===== src/rtl/booth4_iter_mult_ctrl_if.sv =====
// Operand, product and decoder-side bus of the iterative Radix-4 Booth multiplier.
// The slave modport is the sequencer's view; the master modport belongs to
// whatever feeds operands, takes products and hosts the partial-product decoder.
interface booth4_iter_mult_ctrl_if;
    logic               in_valid;
    logic               in_ready;
    logic signed [15:0] in_a;
    logic signed [15:0] in_b;

    logic [2:0]         dec_code;
    logic signed [15:0] dec_a;
    logic [15:0]        dec_inv_a;
    logic signed [16:0] dec_pp;

    logic               out_valid;
    logic               out_ready;
    logic signed [31:0] out_p;

    modport master (
        output in_valid, in_a, in_b, out_ready, dec_pp,
        input  in_ready, out_valid, out_p, dec_code, dec_a, dec_inv_a
    );

    modport slave (
        input  in_valid, in_a, in_b, out_ready, dec_pp,
        output in_ready, out_valid, out_p, dec_code, dec_a, dec_inv_a
    );
endinterface


===== src/rtl/booth4_iter_mult_ctrl.sv =====
// Iterative 16x16 signed multiplier built around one shared Radix-4 Booth
// partial-product decoder. One Booth group is issued per cycle; the decoder
// returns a 17-bit partial product that is corrected for its one's-complement
// negation and accumulated at weight 4^i into a 32-bit product.
module booth4_iter_mult_ctrl #(
    parameter int DATA_W = 16,
    parameter int N_STEP = DATA_W / 2
) (
    input  logic                    clk,
    input  logic                    rst,
    booth4_iter_mult_ctrl_if.slave  bus,
    output logic                    busy
);

    if (DATA_W != 16 || N_STEP != DATA_W / 2) begin : g_bad_width
        $error("booth4_iter_mult_ctrl: only DATA_W=16 with N_STEP=DATA_W/2 is supported");
    end

    localparam logic [2:0] LAST_STEP = 3'(N_STEP - 1);

    typedef enum logic [1:0] {
        S_IDLE = 2'd0,
        S_RUN  = 2'd1,
        S_DONE = 2'd2
    } state_t;

    state_t                    state;
    state_t                    state_nxt;
    logic signed [DATA_W-1:0]  a_r;
    logic signed [DATA_W-1:0]  b_r;
    logic [2:0]                step;
    logic signed [31:0]        acc;
    logic                      accept;
    logic [DATA_W:0]           b_ext;
    logic [4:0]                grp_lsb;
    logic [2:0]                code;
    logic signed [31:0]        term;

    // The decoder negates with a one's complement: -2A arrives as -2A-2 and
    // -A as -A-1, so those codes need +2 / +1 added back before weighting.
    function automatic logic [1:0] booth_corr(input logic [2:0] c);
        case (c)
            3'b100:         return 2'd2;
            3'b101, 3'b110: return 2'd1;
            default:        return 2'd0;
        endcase
    endfunction

    // Sign-extend the partial product, apply the negation correction and
    // place it at weight 4^stp. Everything wraps mod 2^32; |A*B| <= 2^30 so
    // the final sum is exact.
    function automatic logic signed [31:0] weigh_pp(
        input logic signed [16:0] pp,
        input logic [1:0]         corr,
        input logic [2:0]         stp
    );
        logic signed [31:0] v;
        v = {{15{pp[16]}}, pp} + {30'd0, corr};
        return v << {stp, 1'b0};
    endfunction

    // State register; reset aborts any operation in flight.
    always_ff @(posedge clk) begin
        if (rst) begin
            state <= S_IDLE;
        end else begin
            state <= state_nxt;
        end
    end

    // Next-state logic and handshake outputs.
    always_comb begin
        state_nxt     = state;
        accept        = 1'b0;
        bus.in_ready  = 1'b0;
        bus.out_valid = 1'b0;
        busy          = 1'b0;
        case (state)
            S_IDLE: begin
                bus.in_ready = 1'b1;
                if (bus.in_valid) begin
                    accept    = 1'b1;
                    state_nxt = S_RUN;
                end
            end
            S_RUN: begin
                busy = 1'b1;
                if (step == LAST_STEP) begin
                    state_nxt = S_DONE;
                end
            end
            S_DONE: begin
                busy          = 1'b1;
                bus.out_valid = 1'b1;
                if (bus.out_ready) begin
                    state_nxt = S_IDLE;
                end
            end
            default: begin
                state_nxt = S_IDLE;
            end
        endcase
    end

    // Booth group i is {B[2i+1], B[2i], B[2i-1]} with B[-1] = 0; the decoder
    // sees 000 (zero product) whenever no step is being issued.
    assign b_ext   = {b_r, 1'b0};
    assign grp_lsb = {1'b0, step, 1'b0};

    // Booth code issued to the decoder for the current step.
    always_comb begin
        code = 3'b000;
        if (state == S_RUN) begin
            code = b_ext[grp_lsb +: 3];
        end
    end

    assign term = weigh_pp(bus.dec_pp, booth_corr(code), step);

    // Operand latch, step counter and product accumulator.
    always_ff @(posedge clk) begin
        if (rst) begin
            a_r  <= '0;
            b_r  <= '0;
            step <= '0;
            acc  <= '0;
        end else if (accept) begin
            a_r  <= bus.in_a;
            b_r  <= bus.in_b;
            step <= '0;
            acc  <= '0;
        end else if (state == S_RUN) begin
            acc  <= acc + term;
            step <= step + 3'd1;
        end
    end

    assign bus.dec_code  = code;
    assign bus.dec_a     = a_r;
    assign bus.dec_inv_a = ~a_r;
    assign bus.out_p     = acc;

endmodule

===== src/flat_wrapper.sv =====
// flat-port wrapper written by rule: the top's interface ports become plain ports
module booth4_iter_mult_ctrl_flat 
#(
    parameter int DATA_W = 16,
    parameter int N_STEP = DATA_W / 2
)
  (clk, rst, busy, bus_in_valid, bus_in_a, bus_in_b, bus_out_ready, bus_dec_pp, bus_in_ready, bus_out_valid, bus_out_p, bus_dec_code, bus_dec_a, bus_dec_inv_a);
  booth4_iter_mult_ctrl_if bus_i ();
  input  logic clk;
  input  logic rst;
  output logic busy;
  input wire logic [$bits(bus_i.in_valid)-1:0] bus_in_valid;
  input wire logic [$bits(bus_i.in_a)-1:0] bus_in_a;
  input wire logic [$bits(bus_i.in_b)-1:0] bus_in_b;
  input wire logic [$bits(bus_i.out_ready)-1:0] bus_out_ready;
  input wire logic [$bits(bus_i.dec_pp)-1:0] bus_dec_pp;
  output wire logic [$bits(bus_i.in_ready)-1:0] bus_in_ready;
  output wire logic [$bits(bus_i.out_valid)-1:0] bus_out_valid;
  output wire logic [$bits(bus_i.out_p)-1:0] bus_out_p;
  output wire logic [$bits(bus_i.dec_code)-1:0] bus_dec_code;
  output wire logic [$bits(bus_i.dec_a)-1:0] bus_dec_a;
  output wire logic [$bits(bus_i.dec_inv_a)-1:0] bus_dec_inv_a;
  assign bus_i.in_valid = bus_in_valid;
  assign bus_i.in_a = bus_in_a;
  assign bus_i.in_b = bus_in_b;
  assign bus_i.out_ready = bus_out_ready;
  assign bus_i.dec_pp = bus_dec_pp;
  assign bus_in_ready = bus_i.in_ready;
  assign bus_out_valid = bus_i.out_valid;
  assign bus_out_p = bus_i.out_p;
  assign bus_dec_code = bus_i.dec_code;
  assign bus_dec_a = bus_i.dec_a;
  assign bus_dec_inv_a = bus_i.dec_inv_a;
  booth4_iter_mult_ctrl #(.DATA_W(DATA_W), .N_STEP(N_STEP)) u_core (.clk(clk), .rst(rst), .bus(bus_i), .busy(busy));
endmodule

===== config.mk =====
export PLATFORM = sky130hd
export DESIGN_NAME = booth4_iter_mult_ctrl_flat
export DESIGN_NICKNAME = d
export VERILOG_FILES = /design/src/rtl/booth4_iter_mult_ctrl_if.sv /design/src/rtl/booth4_iter_mult_ctrl.sv /design/src/flat_wrapper.sv
export SDC_FILE = /design/constraint.sdc
export NUM_CORES = 1
export LEC_CHECK = 0
export ABC_AREA = 1
export BUFFER_PORTS_ARGS = -buffer_cell sky130_fd_sc_hd__buf_2
export CAP_MARGIN = 10
export CORE_ASPECT_RATIO = 1.2
export CORE_MARGIN = 1
export CORE_UTILIZATION = 25
export DETAILED_ROUTE_END_ITERATION = 10
export GPL_TIMING_DRIVEN = 0
export PLACE_DENSITY = 0.42
export SYNTH_ARGS = -nofsm -noshare
export SYNTH_HDL_FRONTEND = slang
export SYNTH_SLANG_ARGS = --single-unit

===== constraint.sdc =====
create_clock -name clk -period 4.6 [get_ports clk]
set_input_delay 0.23 -clock clk [delete_from_list [all_inputs] [get_ports clk]]
set_output_delay 0.23 -clock clk [all_outputs]
set_load 0.02 [all_outputs]

==> results.md, run 1 <==
* Worst Tran Pin Value at 0.808 ns
* CTS tree: yes
* Period Utilization, post-route at 1.01
* Clock-pin slew on the worst setup and hold paths at 0.06 ns
* Core area at 23400 um2
* R2R cell count at 32
* Power Density at about 480 nW/um2
* Post-Syn Nets at 1121
* Tightest Hold Check Type: input port to register
* Max Fclk at 216 MHz
* Clock sinks at 69
* # rows at 61
* Dpl ws at -0.844 ns
* Mapped cell area at about 6000 um2
* Clock buffer depth at 2
* Vias per inst at 4.61
* P_sw at roughly 0.0021 W
* Layout Skew at 0.00817 ns
* Pint at 0.00216 W
* CP max stage cell: fa_2
* Top_reg_cell synth: dfxtp_1
* Worst r2r src: u_core.step[0]$_SDFFE_PP0N_
* WP data required at 4.84 ns
* Design Power at 0.00425 W
* Layout Area Growth over Synthesis at 46.4%
* Ys Warns at 0
* Final-report hold violation count at 0
* Post-Synthesis Cells at 1027
* Register bit total from synthesis at 69
* Yosys cell types at 41
* Initial DRC Count at 270
* Setup crit start kind: register
* Worst-skew pair later-pin latency at between 0.3 and 0.4 ns
* # IOs at 123
* Total die area at between 20000 and 25000 um2
* Finished layout cell area at 8830 um2
* Clock power frac at 0.180
* Final HPWL from detailed placement at 18400 um
* Min Clock Period, post-route at 4.63 ns
* IO Port Bufs at 121
* Drt wl/cell at between 15 and 20 um
* Flop pwr share at 0.202
* CP Capture Type: register
* Reg2reg setup slack at -0.03 ns
* Avg Inst Size Synth at 5.87 um2
* Pin count of the biggest net entering global routing at 13
* Unrepaired setup endpoints after global routing: yes
* First drt pass iteration count at 5
* DRT antenna net count at 0
* CP peak stage delay at 0.41 ns
* First-pass GRT wire length at 35000 um
* Initial antenna violation count at 0
* Total Nets Final at about 1300
* Antenna diode count at 0
* Die Span X at roughly 140 um
* Failing checks: setup timing
* Post-synth EDFFs at 0
* Most frequent cell on the critical path: nand2_2
* H-tree levels at 3
* Clk root buf: clkbuf_16
* Status: finished, violations left
* Hold depth at 3
* IR drop worst, VDD at around 0.22 mV
* Hold endpoint: u_core.b_r[10]$_SDFFE_PP0P_
* Share of cells above drive strength 1 at 0.352
* P_leak at 4.29 nW
* Async set-reset flop share out of synthesis at 0
* Worst Setup Path Type: register to register
* Starting density of the core at 0.257
* Headroom to the max-slew limit at 0.461
* Placed cell area at around 7000 um2
* Vias at about 7000
* Num CTS Buffers at 9
* Die height at approximately 170 um
* Hold_sp: bus_in_b[10]
* Fillcell total at roughly 2600
* Overall Global Routing Usage at 0.187
* Seq/Total Area, Yosys at 0.229
* DRC Markers at 0
* Total congestion overflow at 0
* Max-slew violations at 0
* R2R Path End: u_core.bus.out_p[21]$_SDFFE_PP0N_
* Sw frac at 0.492
* Comb pwr share at 0.618
* CTS Hold Bufs at 0
* Total wire length at roughly 23000 um
* MaxCap Viol Count at 0
* Number of global-route vias before repair at roughly 6600
* Max FO, Critical Path at 9
* Setup violators final at 1
* Hold Slack at 0.131 ns
* Fin worst setup slack at -0.0306 ns
* Gpl congestion at 0.955
* Worst Path Arrival at 4.87 ns
layout by cell type, fill, tap and decap left out, types with 9 or more instances in the layout:
master	instances
nand2_1	198
nor2_1	141
buf_2	124
inv_1	119
dfxtp_1	66
nand3_1	52
nand2_2	51
a21oi_1	35
buf_4	29
o21ai_1	27
nand2_4	26
nand3_2	26
o21ai_0	24
o21ai_2	19
clkbuf_1	19
a211oi_1	18
ha_1	17
ha_4	16
a21oi_2	14
nor2_2	14
a21oi_4	14
inv_2	14
xor2_1	14
nor2_4	13
buf_6	9
clkbuf_16	9
how the worst max path moves through the flow:
stage,startpoint,to,slack [ns],cells after the start
after detailed placement,u_core.state[1]$_SDFFE_PP0P_,u_core.bus.out_p[19]$_SDFFE_PP0N_,-0.84,29
after CTS,u_core.step[0]$_SDFFE_PP0N_,u_core.bus.out_p[23]$_SDFFE_PP0N_,-0.02,31
after global placement,u_core.state[1]$_SDFFE_PP0P_,u_core.bus.out_p[19]$_SDFFE_PP0N_,-0.89,29
after global routing,u_core.step[1]$_SDFFE_PP0N_,u_core.bus.out_p[27]$_SDFFE_PP0N_,-0.37,35
after floorplan,u_core.state[1]$_SDFFE_PP0P_,u_core.bus.out_p[21]$_SDFFE_PP0N_,0.35,31
final,u_core.step[0]$_SDFFE_PP0N_,u_core.bus.out_p[21]$_SDFFE_PP0N_,-0.03,32
what timing repair did:
| item | 4_1_cts | 5_1_grt |
|---|---|---|
| setup buffers | 8 | 27 |
| hold endpoints to repair | 0 | 0 |
| pin swaps | 13 | 97 |
| endpoints found under the setup margin | 25 | 25 |
| resized for setup | 59 | 275 |
cell usage after synthesis (all sizes together), types with 7 or more instances:
library cell,count,share of area
o21ai,73,0.062
nand4,7,0.0083
nand3,78,0.066
ha,39,0.081
clkbuf,21,0.013
or2,7,0.0073
nand2,275,0.17
nor2,169,0.11
a21oi,63,0.053
dfxtp,69,0.23
buf,15,0.013
inv,136,0.085
xor2,14,0.020
nor3,8,0.0066
a211oi,18,0.022
o21bai,8,0.011
logic make-up after synthesis:
family / count (synthesis) / synth area share
buf+inv: 172 / 0.111
xor+xnor: 19 / 0.0276
compound gates: 178 / 0.168
flops: 69 / 0.229
fa+ha+maj: 41 / 0.0876
simple gates: 548 / 0.377
metal layers:
| layer | wire, um | vias up | track usage |
|---|---|---|---|
| met4 | 539 | 0 | 0.0615 |
| met2 | 11600 | 144 | 0.336 |
| met1 | 10300 | 3165 | 0.222 |
| met3 | 879 | 23 | 0.0318 |
| li1 | - | 3635 | - |
| met5 | 0 | - | 0 |
area by class of cell:
class | instances | area, um2 | share of cell area
buffer | 35 | 171 | 0.0194
sequential | 69 | 1390 | 0.157
clock inverter | 4 | 55.1 | 0.00624
multi-input combinational | 786 | 5150 | 0.583
clock buffer | 12 | 267 | 0.0302
tap | 315 | 394 | 0.0446
timing repair buffer | 154 | 883 | 0.100
inverter | 136 | 522 | 0.0591
metrics by stage:
step / cells / util / setup TNS [ns]
4_1_cts: 1486 / 0.323 / -0.0522
2_1_floorplan: 1027 / - / 0
6_report: 1511 / 0.377 / -0.0306
3_3_place_gp: 1463 / 0.300 / -12.48
5_1_grt: 1511 / 0.377 / -4.64
3_5_place_dp: 1463 / 0.300 / -11.72
power groups by stage:
stage               Clock [W]  Combinational (W)  Sequential (W)
floorplan                   0            0.00124        0.000946
global placement            0            0.00197        0.000859
detailed placement          0            0.00196        0.000855
CTS                  0.000781            0.00208        0.000848
global route         0.000807            0.00288        0.000877
finish               0.000766            0.00262        0.000858
critical path: cells and delay by family, from the launching register on:
family | cells | cell delay, ns
buffers and inverters | 4 | 0.31
AOI/OAI and AO/OA | 12 | 1.33
and+or+nand+nor | 13 | 1.63
adders and majority gates | 3 | 0.86
DFF | 1 | 0.36
registers in the layout, summed over array words and instances (netlist names):
register	count
u_core.bus.out_p	32
u_core.b_r	16
u_core.bus.dec_a	16
u_core.step	3
u_core.state	2
(Power assumes the default switching activity.)
==> run 2, diff against run 1 <==
--- a/config.mk
+++ b/config.mk
@@ -10,10 +10,10 @@
 export CAP_MARGIN = 10
 export CORE_ASPECT_RATIO = 1.2
 export CORE_MARGIN = 1
-export CORE_UTILIZATION = 25
+export CORE_UTILIZATION = 44
 export DETAILED_ROUTE_END_ITERATION = 10
 export GPL_TIMING_DRIVEN = 0
-export PLACE_DENSITY = 0.42
+export PLACE_DENSITY = 0.65
 export SYNTH_ARGS = -nofsm -noshare
 export SYNTH_HDL_FRONTEND = slang
 export SYNTH_SLANG_ARGS = --single-unit
==> results.md, run 2 (same netlist as run 1, synthesis figures left out) <==
* Status: completed (was finished, violations left)
* Setup crit start kind: register (unchanged)
* Final HPWL from detailed placement at 15900 um (was 18400 um)
* H-tree levels at 3 (unchanged)
* Total congestion overflow at 0 (unchanged)
* Pin count of the biggest net entering global routing at 13 (unchanged)
* Commonest non-fill, non-tap cells in the layout: nand2_1 (208), nor2_1 (143), inv_1 (126), buf_2 (124), dfxtp_1 (67) (was nand2_1 (198), nor2_1 (141), buf_2 (124), inv_1 (119), dfxtp_1 (66))
* Clock buffer depth at 2 (unchanged)
* MaxCap Viol Count at 0 (unchanged)
* P_sw at 0.00198 W (was 0.00209 W)
* Flop pwr share at 0.212 (was 0.202)
* Initial DRC Count at 451 (was 270)
* IO Port Bufs at 121 (unchanged)
* Clk root buf: clkbuf_16 (unchanged)
* Worst Setup Path Type: register to register (unchanged)
* Unrepaired setup endpoints after global routing: yes (unchanged)
* R2R cell count at 31 (was 32)
* Initial antenna violation count at 0 (unchanged)
* Fillcell total at 1312 (was 2587)
* CP peak stage delay at 0.38 ns (was 0.41 ns)
* DRT antenna net count at 0 (unchanged)
* R2R Path End: u_core.bus.out_p[30]$_SDFFE_PP0N_ (was u_core.bus.out_p[21]$_SDFFE_PP0N_)
* Number of global-route vias before repair at 6395 (was 6574)
* Max-slew violations at 0 (unchanged)
* Max Fclk at 218 MHz (was 216 MHz)
* P_leak at 4.18 nW (was 4.29 nW)
* Most common cell after layout, fill and taps aside: nand2_1 (unchanged)
* Worst Tran Pin Value at 0.797 ns (was 0.808 ns)
* CP max stage cell: fa_2 (unchanged)
* Total wire length at 20600 um (was 23400 um)
* Num CTS Buffers at 9 (unchanged)
* Final core occ at 0.624 (was 0.377)
* DRC Markers at 0 (unchanged)
* Hold_sp: bus_in_b[0] (was bus_in_b[10])
* CP Capture Type: register (unchanged)
* Headroom to the max-slew limit at 0.469 (was 0.461)
* First-pass GRT wire length at 30600 um (was 35000 um)
* Layout Area Growth over Synthesis at 37.6% (was 46.4%)
* TNS Setup at 0 ns (was -0.0306 ns)
* # rows at 46 (was 61)
* Worst-skew pair later-pin latency at 0.35 ns (was 0.34 ns)
* First drt pass iteration count at 5 (unchanged)
* Vias at 7153 (was 6967)
* Worst r2r src: u_core.step[1]$_SDFFE_PP0N_ (was u_core.step[0]$_SDFFE_PP0N_)
* Clock power frac at 0.173 (was 0.180)
* Area of the multi-input gates at 4870 um2 (was 5150 um2)
* Worst Path Arrival at 4.83 ns (was 4.87 ns)
* Total Nets Final at 1285 (unchanged)
* IR drop worst, VDD at 0.363 mV (was 0.224 mV)
* Min Clock Period, post-route at 4.58 ns (was 4.63 ns)
* Starting density of the core at 0.453 (was 0.257)
* Pint at 0.00202 W (was 0.00216 W)
* Final-report hold violation count at 0 (unchanged)
* Design Power at 0.00400 W (was 0.00425 W)
* Tightest Hold Check Type: input port to register (unchanged)
* Hold depth at 3 (unchanged)
* Gpl congestion at 1.02 (was 0.955)
* Total die area at 14200 um2 (was 24700 um2)
* Comb pwr share at 0.616 (was 0.618)
* Layout Skew at 0.00797 ns (was 0.00817 ns)
* Hold endpoint: u_core.b_r[0]$_SDFFE_PP0P_ (was u_core.b_r[10]$_SDFFE_PP0P_)
* Reg area at 1390 um2 (about the same)
* Vias per inst at 5.24 (was 4.61)
* Sw frac at 0.494 (was 0.492)
* Clock-pin slew on the worst setup and hold paths at 0.06 ns (about the same)
* Die height at 130 um (was 172 um)
* Antenna diode count at 0 (unchanged)
* Reg2reg setup slack at 0.02 ns (was -0.03 ns)
* Power Density at 483 nW/um2 (was 481 nW/um2)
* Setup violators final at 0 (was 1)
* # IOs at 123 (unchanged)
* Overall Global Routing Usage at 0.284 (was 0.187)
* Period Utilization, post-route at 0.996 (was 1.01)
* Max FO, Critical Path at 6 (was 9)
* Clock sinks at 69 (unchanged)
* Die Span X at 109 um (was 144 um)
* Drt wl/cell at 15.1 um (was 15.5 um)
* WP data required at 4.85 ns (was 4.84 ns)
* Number of flip-flops in the largest register at 32 (unchanged)
* Hold Slack at 0.126 ns (was 0.131 ns)
* Finished layout cell area at 8300 um2 (was 8830 um2)
* Placed cell area at 6840 um2 (was 7030 um2)
* Buf/Inv on CP at 4 (unchanged)
* CTS tree: yes (unchanged)
* CTS Hold Bufs at 0 (unchanged)
* Share of cells above drive strength 1 at 0.325 (was 0.352)
* Delay-heaviest family, CP: simple AND/OR/NAND/NOR gates (unchanged)
* Core area at 13300 um2 (was 23400 um2)
-- run 2: cell count changes in the layout (fill, tap and decap cells not counted), sizes merged --
cell / change
bufinv: -1
inv: +2
clkbuf: -2
buf: +1
-- run 2: per-layer routing --
layer | routed length [um] | vias up | global-route usage
met5 | 0 | - | 0
met4 | 1130 | 0 | 0.169
met3 | 1050 | 67 | 0.0455
met2 | 10200 | 242 | 0.503
met1 | 8240 | 3211 | 0.317
li1 | - | 3633 | -
-- run 2: area by class of cell --
| class | count | area share |
|---|---|---|
| repair buffers | 154 | 0.105 |
| plain buffers | 35 | 0.0199 |
| clock buffers | 11 | 0.0305 |
| clock inverters | 5 | 0.00407 |
| flip-flops and latches | 69 | 0.167 |
| well taps | 168 | 0.0253 |
| multi-input cells | 786 | 0.587 |
| inverters | 136 | 0.0615 |
-- run 2: timing repair --
item | 4_1_cts | 5_1_grt
setup endpoints to repair | 24 | 24
hold endpoints to repair | 0 | 0
pin swaps | 8 | 87
resized for setup | 30 | 229
buffers inserted | 5 | 28
-- run 2: worst register-to-register path: cells and delay by family, from the launching register on --
kind	cells	cell delay, ns
DFF	1	0.36
AOI/OAI and AO/OA	5	0.55
and+or+nand+nor	18	2.21
buffers and inverters	4	0.25
xor gates and xnor gates	1	0.22
adders and majority gates	3	0.90
-- run 2: worst max path at each step --
| stage | start | end | cells after the start |
|---|---|---|---|
| final | u_core.step[1]$_SDFFE_PP0N_ | u_core.bus.out_p[30]$_SDFFE_PP0N_ | 31 |
| after global routing | u_core.step[1]$_SDFFE_PP0N_ | u_core.bus.out_p[27]$_SDFFE_PP0N_ | 35 |
| after CTS | u_core.step[0]$_SDFFE_PP0N_ | u_core.bus.out_p[27]$_SDFFE_PP0N_ | 33 |
| after detailed placement | u_core.state[1]$_SDFFE_PP0P_ | u_core.bus.out_p[19]$_SDFFE_PP0N_ | 29 |
| after global placement | u_core.state[1]$_SDFFE_PP0P_ | u_core.bus.out_p[19]$_SDFFE_PP0N_ | 29 |
| after floorplan | u_core.state[1]$_SDFFE_PP0P_ | u_core.bus.out_p[21]$_SDFFE_PP0N_ | 31 |
-- run 2: power by group through the flow --
stage	Combinational, W	Clock, W	Sequential (W)
after floorplan	0.00124	0	0.000946
after global placement	0.00190	0	0.000849
after detailed placement	0.00191	0	0.000847
after CTS	0.00197	0.000701	0.000838
after global routing	0.00270	0.000722	0.000863
final	0.00247	0.000691	0.000847
-- run 2: metrics by stage --
step	cells	worst slack (ns)
floorplan	1027	0.354
CTS	1336	0.00198
global route	1364	-0.275
finish	1364	0.0171
global placement	1316	-0.720
detailed placement	1316	-0.687
==> run 3, diff against run 2 <==
--- a/config.mk
+++ b/config.mk
@@ -11,6 +11,7 @@
 export CORE_ASPECT_RATIO = 1.2
 export CORE_MARGIN = 1
 export CORE_UTILIZATION = 44
+export CTS_BUF_LIST = sky130_fd_sc_hd__clkbuf_2
 export DETAILED_ROUTE_END_ITERATION = 10
 export GPL_TIMING_DRIVEN = 0
 export PLACE_DENSITY = 0.65
==> constraint.sdc (replaced) <==
create_clock -name clk -period 4.79 [get_ports clk]
set_input_delay 0.2395 -clock clk [delete_from_list [all_inputs] [get_ports clk]]
set_output_delay 0.2395 -clock clk [all_outputs]
set_load 0.02 [all_outputs]
==> results.md, run 3 (same netlist as run 1, synthesis figures left out) <==
* Hold_sp: rst (was bus_in_b[0])
* H-tree levels at 3 (unchanged)
* Core area at 13300 um2 (unchanged)
* First drt pass iteration count at 7 (was 5)
* Status: completed (unchanged)
* Die height at 130 um (unchanged)
* CP Capture Type: register (unchanged)
* Share of cells above drive strength 1 at 0.258 (was 0.325)
* Delay-heaviest family, CP: compound AO/OA/AOI/OAI gates (was simple AND/OR/NAND/NOR gates)
* Fin worst setup slack at 0.185 ns (was 0.0171 ns)
* Layout Area Growth over Synthesis at 33.6% (was 37.6%)
* Worst Setup Path Type: register to register (unchanged)
* Buf/Inv on CP at 3 (was 4)
* Initial antenna violation count at 0 (unchanged)
* CP max stage cell: dfxtp_4 (was fa_2)
* Worst-skew pair later-pin latency at 0.62 ns (was 0.35 ns)
* Layout Skew at 0.0530 ns (was 0.00797 ns)
* Clock buffer depth at 2 (unchanged)
* First-pass GRT wire length at 31300 um (was 30600 um)
* WP data required at 5.32 ns (was 4.85 ns)
* Tightest Hold Check Type: input port to register (unchanged)
* Max-slew violations at 0 (unchanged)
* # IOs at 123 (unchanged)
* Setup crit start kind: register (unchanged)
* Design Power at 0.00331 W (was 0.00400 W)
* Final-report hold violation count at 0 (unchanged)
* Pin count of the biggest net entering global routing at 13 (unchanged)
* Worst r2r src: u_core.step[0]$_SDFFE_PP0N_ (was u_core.step[1]$_SDFFE_PP0N_)
* TNS Setup at 0 ns (unchanged)
* Initial DRC Count at 348 (was 451)
* Commonest non-fill, non-tap cells in the layout: nand2_1 (237), nor2_1 (149), inv_1 (128), buf_2 (124), dfxtp_1 (67) (was nand2_1 (208), nor2_1 (143), inv_1 (126), buf_2 (124), dfxtp_1 (67))
* Die Span X at 109 um (unchanged)
* Min Clock Period, post-route at 4.60 ns (was 4.58 ns)
* IO Port Bufs at 121 (unchanged)
* Unrepaired setup endpoints after global routing: yes (unchanged)
* Period Utilization, post-route at 0.961 (was 0.996)
* Power Density at 411 nW/um2 (was 483 nW/um2)
* CP peak stage delay at 0.42 ns (was 0.38 ns)
* Gpl congestion at 1.02 (unchanged)
* DRC Markers at 0 (unchanged)
* IR drop worst, VDD at 0.275 mV (was 0.363 mV)
* Overall Global Routing Usage at 0.290 (was 0.284)
* Fillcell total at 1345 (was 1312)
* # rows at 46 (unchanged)
* Total die area at 14200 um2 (unchanged)
* Setup violators final at 0 (unchanged)
* CTS tree: yes (unchanged)
* P_leak at 4.12 nW (was 4.18 nW)
* Clock sinks at 69 (unchanged)
* Clk root buf: clkbuf_2 (was clkbuf_16)
* Vias per inst at 5.13 (was 5.24)
* Max FO, Critical Path at 4 (was 6)
* Worst Path Arrival at 5.13 ns (was 4.83 ns)
* Num CTS Buffers at 9 (unchanged)
* Worst Tran Pin Value at 0.775 ns (was 0.797 ns)
* Number of global-route vias before repair at 6557 (was 6395)
* Starting density of the core at 0.453 (unchanged)
* Headroom to the max-slew limit at 0.483 (was 0.469)
* Clock-pin slew on the worst setup and hold paths at 0.25 ns (was 0.06 ns)
* Total Nets Final at 1313 (was 1285)
* Final core occ at 0.606 (was 0.624)
* Most common cell after layout, fill and taps aside: nand2_1 (unchanged)
* Drt wl/cell at 14.7 um (was 15.1 um)
* DRT antenna net count at 0 (unchanged)
* Antenna diode count at 0 (unchanged)
* Vias at 7139 (was 7153)
* Worst Setup SP: u_core.step[0]$_SDFFE_PP0N_ (was u_core.step[1]$_SDFFE_PP0N_)
* Total wire length at 20400 um (was 20600 um)
* Total congestion overflow at 0 (unchanged)
* Number of flip-flops in the largest register at 32 (unchanged)
* Final HPWL from detailed placement at 15900 um (unchanged)
* MaxCap Viol Count at 0 (unchanged)
* Max Fclk at 217 MHz (was 218 MHz)
* Dpl ws at -0.497 ns (was -0.687 ns)
[run 3: area by class of cell]
cell class | instances | area (um2) | share of cell area
Buffer | 35 | 165 | 0.0205
Inverter | 136 | 515 | 0.0640
Multi-Input combinational cell | 786 | 4540 | 0.564
Sequential cell | 69 | 1390 | 0.172
Clock inverter | 7 | 41.3 | 0.00513
Tap cell | 168 | 210 | 0.0261
Clock buffer | 9 | 45.0 | 0.00559
Timing Repair Buffer | 182 | 1150 | 0.143
[run 3: final timing paths]
kind | endpoint | slack [ns] | depth (start not counted)
min reg2reg | u_core.b_r[8]$_SDFFE_PP0P_ | 0.48 | 2
min | u_core.bus.dec_a[1]$_SDFFE_PP0P_ | 0.05 | 2
max | u_core.bus.out_p[28]$_SDFFE_PP0N_ | 0.19 | 28
max reg2reg | u_core.bus.out_p[28]$_SDFFE_PP0N_ | 0.19 | 28
[run 3: report_power, final]
group	switching (W)	internal, W
registers	0.000105	0.000703
logic	0.00141	0.000783
clock network	0.000248	0.0000645
[run 3: timing repair]
item | CTS | global route
setup buffers | 2 | 25
setup endpoints to repair | 20 | 25
endpoints found under the hold margin | 33 | 0
gates resized for setup | 19 | 154
hold buffers | 34 | 0
pin swaps | 3 | 58
[run 3: worst reg2reg max path, delay by kind of cell (launching register included)]
family | cells | cell delay [ns]
AOI/OAI and AO/OA | 10 | 1.52
adders and majority gates | 3 | 0.92
buffers and inverters | 3 | 0.19
DFF | 1 | 0.42
and+or+nand+nor | 12 | 1.47
[run 3: per-layer routing]
layer / wire, um / global-route usage / vias up
met5: 0 / 0 / -
met4: 1120 / 0.161 / 0
met3: 1000 / 0.0529 / 65
met2: 10100 / 0.525 / 206
met1: 8180 / 0.315 / 3176
li1: - / - / 3692
[run 3: through the flow]
| stage | hold slack (ns) | instance area (um2) | instances |
|---|---|---|---|
| floorplan | 0.384 | 6030 | 1027 |
| global placement | 0.456 | 6840 | 1316 |
| detailed placement | 0.459 | 6840 | 1316 |
| CTS | 0.0241 | 7330 | 1367 |
| global route | 0.0742 | 8060 | 1392 |
| finish | 0.0500 | 8060 | 1392 |
